File: config.mk
export PLATFORM = sky130hd
export DESIGN_NAME = mc_fifo_rr_drain
export DESIGN_NICKNAME = d
export VERILOG_FILES = /design/src/rtl/mc_fifo_rr_drain.sv
export SDC_FILE = /design/constraint.sdc
export NUM_CORES = 2
export LEC_CHECK = 0
export CAP_MARGIN = 20
export CORE_UTILIZATION = 56
export DETAILED_ROUTE_END_ITERATION = 8
export GPL_ROUTABILITY_DRIVEN = 1
export GPL_TIMING_DRIVEN = 1
export PLACE_DENSITY = 0.76
export SLEW_MARGIN = 20
export SYNTH_ARGS = -nofsm -noshare
export SYNTH_HDL_FRONTEND = slang
export SYNTH_SLANG_ARGS = --single-unit
File: constraint.sdc
create_clock -name clk -period 16.6 [get_ports clk]
set_input_delay 1.66 -clock clk [delete_from_list [all_inputs] [get_ports clk]]
set_output_delay 1.66 -clock clk [all_outputs]
set_load 0.02 [all_outputs]
File: src/rtl/mc_fifo_rr_drain.sv
// Multi-channel synchronous FIFO bank that drains into one registered valid/ready
// output port, using round-robin or fixed-priority arbitration between channels.

module mc_fifo_rr_drain_ch #(
    parameter int DATA_WIDTH   = 16,
    parameter int FIFO_DEPTH   = 16,
    parameter int AFULL_THRESH = 14,
    parameter int CW           = 5
) (
    input  logic                  clk,
    input  logic                  rst,
    input  logic                  wr_en,
    input  logic [DATA_WIDTH-1:0] wr_data,
    input  logic                  pop,
    output logic [DATA_WIDTH-1:0] head,
    output logic                  full,
    output logic                  afull,
    output logic                  empty,
    output logic [CW-1:0]         count,
    output logic                  overflow
);
    localparam int AW = $clog2(FIFO_DEPTH);
    localparam logic [CW-1:0] DEPTH  = CW'(FIFO_DEPTH);
    localparam logic [CW-1:0] THRESH = CW'(AFULL_THRESH);

    logic [DATA_WIDTH-1:0] mem [FIFO_DEPTH];
    logic [AW-1:0]         wr_ptr, rd_ptr;
    logic [CW-1:0]         cnt;
    logic                  wr_ok;

    assign full  = (cnt == DEPTH);
    assign afull = (cnt >= THRESH);
    assign empty = (cnt == '0);
    assign count = cnt;
    assign head  = mem[rd_ptr];

    // A full channel still accepts a write when its head leaves in the same cycle.
    assign wr_ok = wr_en && (!full || pop);

    always_ff @(posedge clk) begin
        if (rst) begin
            wr_ptr   <= '0;
            rd_ptr   <= '0;
            cnt      <= '0;
            overflow <= 1'b0;
        end else begin
            if (wr_ok) wr_ptr <= wr_ptr + 1'b1;
            if (pop)   rd_ptr <= rd_ptr + 1'b1;
            case ({wr_ok, pop})
                2'b10:   cnt <= cnt + 1'b1;
                2'b01:   cnt <= cnt - 1'b1;
                default: cnt <= cnt;
            endcase
            if (wr_en && full && !pop) overflow <= 1'b1;
        end
    end

    always_ff @(posedge clk) begin
        if (wr_ok && !rst) mem[wr_ptr] <= wr_data;
    end
endmodule

module mc_fifo_rr_drain #(
    parameter int NUM_CH       = 16,
    parameter int DATA_WIDTH   = 16,
    parameter int FIFO_DEPTH   = 16,
    parameter int AFULL_THRESH = FIFO_DEPTH - 2,
    localparam int CW          = $clog2(FIFO_DEPTH) + 1,
    localparam int CHW         = (NUM_CH > 1) ? $clog2(NUM_CH) : 1
) (
    input  logic                     clk,
    input  logic                     rst,
    input  logic [NUM_CH-1:0]        wr_en,
    input  logic [NUM_CH*DATA_WIDTH-1:0] wr_data,
    output logic [NUM_CH-1:0]        full,
    output logic [NUM_CH-1:0]        afull,
    output logic [NUM_CH-1:0]        empty,
    output logic [NUM_CH*CW-1:0]     count,
    output logic [NUM_CH-1:0]        overflow,
    input  logic                     prio_mode,
    output logic                     m_valid,
    input  logic                     m_ready,
    output logic [DATA_WIDTH-1:0]    m_data,
    output logic [CHW-1:0]           m_ch
);
    typedef struct packed {
        logic [CHW-1:0]        ch;
        logic [DATA_WIDTH-1:0] data;
    } out_word_t;

    logic [NUM_CH-1:0][DATA_WIDTH-1:0] heads;
    logic [NUM_CH-1:0]                 pop;
    logic [CHW-1:0]                    rr_ptr, gnt_id, rr_nxt;
    logic                              gnt_vld, load;
    out_word_t                         out_q;

    for (genvar i = 0; i < NUM_CH; i++) begin : g_ch
        mc_fifo_rr_drain_ch #(
            .DATA_WIDTH  (DATA_WIDTH),
            .FIFO_DEPTH  (FIFO_DEPTH),
            .AFULL_THRESH(AFULL_THRESH),
            .CW          (CW)
        ) u_ch (
            .clk     (clk),
            .rst     (rst),
            .wr_en   (wr_en[i]),
            .wr_data (wr_data[i*DATA_WIDTH +: DATA_WIDTH]),
            .pop     (pop[i]),
            .head    (heads[i]),
            .full    (full[i]),
            .afull   (afull[i]),
            .empty   (empty[i]),
            .count   (count[i*CW +: CW]),
            .overflow(overflow[i])
        );
    end

    assign load = !m_valid || m_ready;

    // Scan from rr_ptr (round-robin) or from 0 (fixed priority); first non-empty wins.
    always_comb begin
        int             idx;
        logic [CHW-1:0] idx_c;
        gnt_vld = 1'b0;
        gnt_id  = '0;
        idx     = 0;
        idx_c   = '0;
        for (int k = 0; k < NUM_CH; k++) begin
            idx = prio_mode ? k : int'(rr_ptr) + k;
            if (idx >= NUM_CH) idx = idx - NUM_CH;
            idx_c = CHW'(idx);
            if (!gnt_vld && !empty[idx_c]) begin
                gnt_vld = 1'b1;
                gnt_id  = idx_c;
            end
        end
    end

    always_comb begin
        pop = '0;
        if (load && gnt_vld) pop[gnt_id] = 1'b1;
    end

    assign rr_nxt = (gnt_id == CHW'(NUM_CH - 1)) ? '0 : gnt_id + 1'b1;

    always_ff @(posedge clk) begin
        if (rst) begin
            rr_ptr  <= '0;
            m_valid <= 1'b0;
            out_q   <= '0;
        end else if (load) begin
            m_valid <= gnt_vld;
            if (gnt_vld) begin
                out_q.ch   <= gnt_id;
                out_q.data <= heads[gnt_id];
                if (!prio_mode) rr_ptr <= rr_nxt;
            end
        end
    end

    assign m_data = out_q.data;
    assign m_ch   = out_q.ch;
endmodule

**Word level (Yosys, flattened, before mapping)**

Memory sizes are Yosys's and may differ from the RTL's. A register that Yosys moved wholly into a read port is not among the register bits.
Cells that the tools add are included.

- Bits in registers: 249
- Memory bits (writable): 4096
- Input port bits: 276
- Logic and storage cells: 657
- Memories kept: 16

- Add/subtract/negate cells: 96
- Order comparisons: 50
- Equal/unequal tests: 49
- Multiplexer cells: 182
- Bitwise gates (word level): 1
- Reductions and logical operators: 195

Memory list:

| name | words | bits a word | read ports | clocked after memory_dff | write ports | RTL line | source |
|---|---|---|---|---|---|---|---|
| g_ch[0].u_ch.mem | 16 | 16 | 1 | 1 | 1 | 26 | `logic [DATA_WIDTH-1:0] mem [FIFO_DEPTH];` |
| g_ch[10].u_ch.mem | 16 | 16 | 1 | 1 | 1 | 26 |  |
| g_ch[11].u_ch.mem | 16 | 16 | 1 | 1 | 1 | 26 |  |
| g_ch[12].u_ch.mem | 16 | 16 | 1 | 1 | 1 | 26 |  |
| g_ch[13].u_ch.mem | 16 | 16 | 1 | 1 | 1 | 26 |  |
| g_ch[14].u_ch.mem | 16 | 16 | 1 | 1 | 1 | 26 |  |
| +10 memories | n/a | n/a | n/a | n/a | n/a | n/a |  |

Operators by type and width:

| cell | number |
|---|---|
| 4-bit 2-to-1 mux | 66 |
| 5-bit one-hot mux with 2 select lines | 16 |
| 4-bit by 1-bit adder with 4-bit output (second input constant) | 33 |
| 4-bit by 5-bit < comparator with 1-bit output (second input constant) | 17 |
| 1-bit logical AND | 81 |
| 5-bit by 1-bit adder with 5-bit output (second input constant) | 16 |
| 5-bit == test (second input constant) | 16 |
| 5-bit by 4-bit >= comparator with 1-bit output (second input constant) | 16 |
| 5-bit zero test | 16 |
| 5-bit by 1-bit subtractor with 5-bit output (second input constant) | 16 |
| 5-bit >= comparator (second input constant) | 15 |
| 5-bit 2-to-1 mux | 15 |
| 1-bit 2-to-1 mux | 65 |
| 1-bit binary-select mux with 4-bit select | 16 |
| 16-bit binary-select mux with 4-bit select | 1 |
| 4-bit by 1-bit subtractor with 4-bit output (second input constant) | 16 |
| 1-bit zero test | 63 |
| 4-bit by 4-bit adder with 5-bit output (second input constant) | 8 |
| 2-bit by 1-bit == test with 1-bit output (second input constant) | 16 |
| 2-bit == test (second input constant) | 16 |
| 16-bit 2-to-1 mux | 2 |
| 2-bit nonzero test | 16 |
| 4-bit by 3-bit adder with 5-bit output (second input constant) | 4 |
| 1-bit logical OR | 17 |
| other kinds (9) | 10 |

**Logic depth before layout (Yosys ltp)**

- Depth in word-level cells: 61
- Gate-level depth with buffers: 35

**By module**

Synthesis repeated with hierarchy kept, for this count alone.

- Cells, all modules: 8453
- Area, all modules: 176733.3 sq um

Modules (own cells, without submodules):

| module | times used | cells an instance | area each (sq um) | sequential area each (sq um) |
|---|---|---|---|---|
| mc_fifo_rr_drain_ch at g_ch[13].u_ch ... | 12 | 474 | 10618.9 | 8047.7 |
| mc_fifo_rr_drain_ch at g_ch[0].u_ch ... | 4 | 476 | 10588.9 | 8047.7 |
| mc_fifo_rr_drain | 1 | 861 | 6950.4 | 500.5 |

**Least setup slack after synthesis**

No wires, ideal clock.

- Kind: input to register
- From: input prio_mode
- To: memory g_ch[2].u_ch.mem[11][0], enable pin
- Setup time: 0.430 ns
- Data arrival time: 7.873 ns
- Slack: 8.296 ns
- Stages: 21
- Path through: nor2b_1 -> clkbuf_1 -> buf_1 -> nor3_1 -> a2111oi_0 -> o31ai_1 -> o221a_2 -> and4bb_2 -> nand2_2 -> buf_6 -> o32ai_1 -> o22ai_1 -> buf_2 -> buf_1 -> clkbuf_1 -> ha_1 -> nand2_1 -> nor3_2 -> o21ai_2 -> buf_2 -> nor4_1

- Longest elaborated chain between the ends: 60

Ends and longest elaborated chain:

| element | RTL line | source |
|---|---|---|
| start, declared | 80 | `input logic prio_mode,` |
| 5-bit 2-to-1 mux | 129 | `idx = prio_mode ? k : int'(rr_ptr) + k;` |
| 4-bit by 1-bit subtractor with 4-bit output / 5-bit >= comparator (equally long branches) | 130 | `if (idx >= NUM_CH) idx = idx - NUM_CH;` |
| 4-bit 2-to-1 mux | 130 |  |
| 1-bit binary-select mux with 4-bit select | 132 | `if (!gnt_vld && !empty[idx_c]) begin` |
| 1-bit 2-to-1 mux (implied by the code) | 132 |  |
| 1-bit zero test | 132 |  |
| 1-bit logical AND | 132 |  |
| 1-bit 2-to-1 mux | 132 |  |
| (+45 left out) | n/a |  |
| 1-bit demux with 4-bit select | 141 | `if (load && gnt_vld) pop[gnt_id] = 1'b1;` |
| 16-bit 2-to-1 mux (*) | 141 |  |
| via g_ch[2].u_ch.pop | 14 | `input logic pop,` |
| 1-bit logical OR (*) | 38 | `assign wr_ok = wr_en && (!full \|\| pop);` |
| 1-bit logical AND (*) | 38 |  |
| 1-bit logical AND (*) | 59 | `if (wr_ok && !rst) mem[wr_ptr] <= wr_data;` |
| 1-bit 2-to-1 mux (*) | 59 |  |
| 1-bit 2-to-1 mux (implied by the code) (*) | 59 |  |
| end, declared | 26 |  |

Mark *: on every way through the listed nets, which the timed path passes. The rest lies on a longest branch. The select of a mux whose other input is x is not followed.

**Worst setup path after layout**

- From: register rr_ptr[1]
- To: register g_ch[2].u_ch.cnt[4]

- Longest elaborated chain between the ends: 60

Ends and longest elaborated chain:

| element | RTL line | source |
|---|---|---|
| start, declared | 93 | `logic [CHW-1:0] rr_ptr, gnt_id, rr_nxt;` |
| start signal, assigned | 156 | `if (!prio_mode) rr_ptr <= rr_nxt;` |
| 4-bit by 1-bit adder with 5-bit output | 129 |  |
| 5-bit 2-to-1 mux | 129 |  |
| 4-bit by 1-bit subtractor with 4-bit output / 5-bit >= comparator (equally long branches) | 130 |  |
| 4-bit 2-to-1 mux | 130 |  |
| 1-bit binary-select mux with 4-bit select | 132 |  |
| 1-bit 2-to-1 mux (implied by the code) | 132 |  |
| 1-bit zero test | 132 |  |
| 1-bit logical AND | 132 |  |
| (+45 left out) | n/a |  |
| 1-bit 2-to-1 mux (implied by the code) | 141 |  |
| 1-bit demux with 4-bit select | 141 |  |
| 16-bit 2-to-1 mux (*) | 141 |  |
| via g_ch[2].u_ch.pop | 14 |  |
| 1-bit logical OR | 38 |  |
| 1-bit logical AND | 38 |  |
| 2-bit by 1-bit == test with 1-bit output / 2-bit == test (equally long branches) | 49 | `case ({wr_ok, pop})` |
| 5-bit one-hot mux with 2 select lines / 2-bit nonzero test (equally long branches) | n/a |  |
| end signal, assigned | 50 | `2'b10: cnt <= cnt + 1'b1;` |
| end signal, assigned | 51 | `2'b01: cnt <= cnt - 1'b1;` |
| end signal, assigned | 52 | `default: cnt <= cnt;` |
| end, declared | 28 | `logic [CW-1:0] cnt;` |

Marked as above.
A chain may end at the register's enable or synchronous reset.

==> flow_summary.toml <==
[timing]
tightest_slew_ns = 1.18
fmax_mhz = 108
final.setup.tns_ns = 0
grt_setup_unrepaired = "false"
finalCriticalPeriod_ns = 9.26
maxSlewHeadroom = 0.211
hold_viol = 0
clock_skew_ns = 0.0957
setup_violations = 0
period_share = 0.558
drv_slew = 0

[clock_tree]
cts_tree = "done"
path_clk_slew_ns = 0.06
clockBufferDepth = 4
cts_resized = 0
clock_latency_ns = 1.02
cts_max_level = 5
cts_root_buf = "clkbuf_16"
cts_buffers = 429
postCtsSetupBuffers = 0
cts.sinks = 4409
ctsHoldBuffers = 0

[critical_path]
critPathKind = "reg2reg"
reg2reg_from = "rr_ptr[1]"
crit_end = "g_ch[2].u_ch.count[4]"
crit_arrival_ns = 10.20
cp_common_cell = "ha_1"
r2r_cells = 27
reg2reg_slack_ns = 7.34
cp-start-kind = "flip-flop"
worstPathRequired_ns = 17.53
cp_num_buf_inv = 4
cp_top_family = "compound AO/OA/AOI/OAI gates"
critical_path.startpoint = "rr_ptr[1]"
crit_fanout = 104
crit_cells = 27
r2r_end = "g_ch[2].u_ch.count[4]"
cpPeakStageDelay_ns = 0.91
worst_setup_path_end_kind = "flip-flop"
slowest_stage = "o41ai_1"

[yosys]
netlist_area_um2 = 176000
synthCells = 8519
synth-compound-area-share = 0.0191
syn_area_per_cell_um2 = 20.6
synthMuxAreaShare = 0.176
yosysWarnings = 0
synthesis.nets = 8949
synth-seq-cells = 4409
ys_dominant_reg_cell = "edfxtp_1"
synth_top_family_by_area = "multiplexers"
ys_types = 96
synth_xor_area_frac = 0.00803
synthTopCellsByArea = "edfxtp_1 (70%), mux4_2 (17%), dfxtp_1 (3.6%)"
yosysTopAreaCell = "edfxtp_1"
synth_edf_count = 4096
synth_top_area_frac = 0.701
yosysSeqAreaShare = 0.737
synthAdderAreaFrac = 0.0111
yosys.area_share.simple = 0.0333
synth-async-reset-ratio = 0

[finish]
layout_commonest_cell = "edfxtp_1"
multi_input_area_um2 = 44100
drive_gt1_frac = 0.260
nets = 9546
syn2layout_area_growth_pct = 13.9
layout.cells.non_filler = 13700
seqCellArea_um2 = 129000
final_cell_mix = "edfxtp_1 (4096), mux4_2 (1289), clkdlybuf4s50_1 (438)"
num-fill-cells = 20000

[placed_design]
portBuffers = 440
dp_cells = 12800
place_congestion = 0.880
place_hpwl_um = 274000

[die]
ioPinCount = 441
fp.dieW_um = 562
core_region_area_um2 = 312000
die_h_um = 562
start_util = 0.563
num_rows = 205
floorplan.die_area_um2 = 316000

[pwr]
p_leak_nw = 62.5
power_frac_comb = 0.269
p_int_mw = 20.9
clkPwrFrac = 0.317
switchingPower_mw = 10.2
p_per_area_nw_per_um2 = 155
pwr-share-seq = 0.414
sw_frac_of_total = 0.328
vdd_drop_max_uv = 511

[global_route]
grt_antenna_before_repair = 90
grt_max_degree = 105
grt_overflow = 0
grt_pass1_vias = 89900
grt_pass1_wl_um = 637000
grt_use_total = 0.282

[route]
wl_um = 446000
dr.pass1.iters = 6
drc = 0
wl_per_cell_um = 32.6
vias = 88600
drt-initial-drc-count = 11300
antenna_left = 0
vias_per_cell = 6.48

[hold_path]
hold_path_class = "reg2reg"

[outcome]
status = "finished, final reports clean"

[run]
cap_violations = 0
how the worst min path moves through the flow:
| stage | end | startpoint | depth (start not counted) |
|---|---|---|---|
| CTS | g_ch[1].u_ch.overflow | g_ch[1].u_ch.overflow | 2 |
| floorplan | g_ch[0].u_ch.overflow | g_ch[0].u_ch.overflow | 2 |
| finish | g_ch[9].u_ch.overflow | g_ch[9].u_ch.overflow | 2 |
| detailed placement | g_ch[4].u_ch.overflow | g_ch[4].u_ch.overflow | 2 |
| global route | g_ch[1].u_ch.overflow | g_ch[1].u_ch.overflow | 2 |
| global placement | g_ch[7].u_ch.overflow | g_ch[7].u_ch.overflow | 2 |
worst register-to-register path: stages, from the launching register on:
cell and delay, ns:
dfxtp_1 0.68, inv_1 0.22, ha_1 0.26, xnor2_1 0.19, nor2b_1 0.81, a2111oi_0 0.23
o41ai_1 0.91, nand2_1 0.21, and4bb_2 0.44, nand2_2 0.16, o32ai_1 0.51, o22ai_4 0.13
buf_12 0.27, buf_4 0.47, ha_1 0.36, nand2_1 0.06, buf_4 0.29, nor3_2 0.18
o21ai_2 0.87, ha_1 0.53, xor2_1 0.20, ha_1 0.23, o21ai_0 0.09, a21oi_1 0.20
a21oi_1 0.10, xor2_1 0.15, or3_1 0.32, a21oi_1 0.15
cell usage after synthesis, drive strengths merged (15+ instances only):
library cell and number:
edfxtp 4096, mux4 1289, nor2 436, dfxtp 313
clkbuf 291, buf 258, nand2 192, a21oi 184
mux2i 169, ha 151, nor3 139, xor2 109
o21ai 101, inv 91, and3 69, nand2b 66
nor2b 58, xnor2 52, nand3 45, or3 40
a211oi 39, nor4 30, o211ai 28, or4 21
nand4 20, a2111oi 16, mux2 16, and2 15
cell families (layout without fill, tap and decap cells):
| group | count (synthesis) | in the layout |
|---|---|---|
| compound gates | 507 | 507 |
| xor+xnor | 161 | 161 |
| fa+ha+maj | 154 | 154 |
| buf+inv | 640 | 1608 |
| flops | 4409 | 4409 |
| mux | 1474 | 1474 |
| other cells | 0 | 50 |
| simple gates | 1174 | 1174 |
power groups by stage:
stage / combinational, mW / clock [mW] / sequential [mW]
4_1_cts: 8.29 / 9.94 / 12.9
6_report: 8.37 / 9.84 / 12.9
3_3_place_gp: 8.13 / 0 / 13.1
3_5_place_dp: 8.22 / 0 / 13.1
2_1_floorplan: 4.89 / 0 / 12.9
5_1_grt: 8.64 / 10.3 / 12.9
per-stage QoR:
stage                     utilization  hold slack [ns]  total power, mW  instance area [um2]  worst slack [ns]
after floorplan                     -            0.438             17.7               176000              8.30
after global placement          0.594            0.455             21.2               185000              6.34
after detailed placement        0.595            0.462             21.3               185000              6.32
after CTS                       0.640            0.479             31.1               200000              7.34
after global routing            0.641            0.497             31.9               200000              6.66
final                           0.641            0.473             31.1               200000              7.34
layout make-up:
type / count / share of cell area
sequential: 4409 / 0.647
multi-input combinational: 3470 / 0.221
clock buffer: 537 / 0.0567
timing repair buffer: 715 / 0.0328
tap: 4140 / 0.0259
clock inverter: 265 / 0.0148
inverter: 91 / 0.00171
antenna: 50 / 0.000626
flip-flops by register name (all words and copies together) (netlist names), named ones only:
register and flops:
g_ch.u_ch.count 80, g_ch.u_ch.mem 4096, g_ch.u_ch.overflow 16, g_ch.u_ch.rd_ptr 64, g_ch.u_ch.wr_ptr 64, m_ch 4, m_data 16, m_valid 1
rr_ptr 4
routing by layer:
layer / GRT usage / part of all wire / vias up
met5: 0 / 0.0010 / -
li1: - / - / 36300
met2: 0.443 / 0.48 / 4790
met4: 0.140 / 0.057 / 72
met1: 0.376 / 0.37 / 46500
met3: 0.0646 / 0.099 / 911
(Power assumes the default switching activity.)
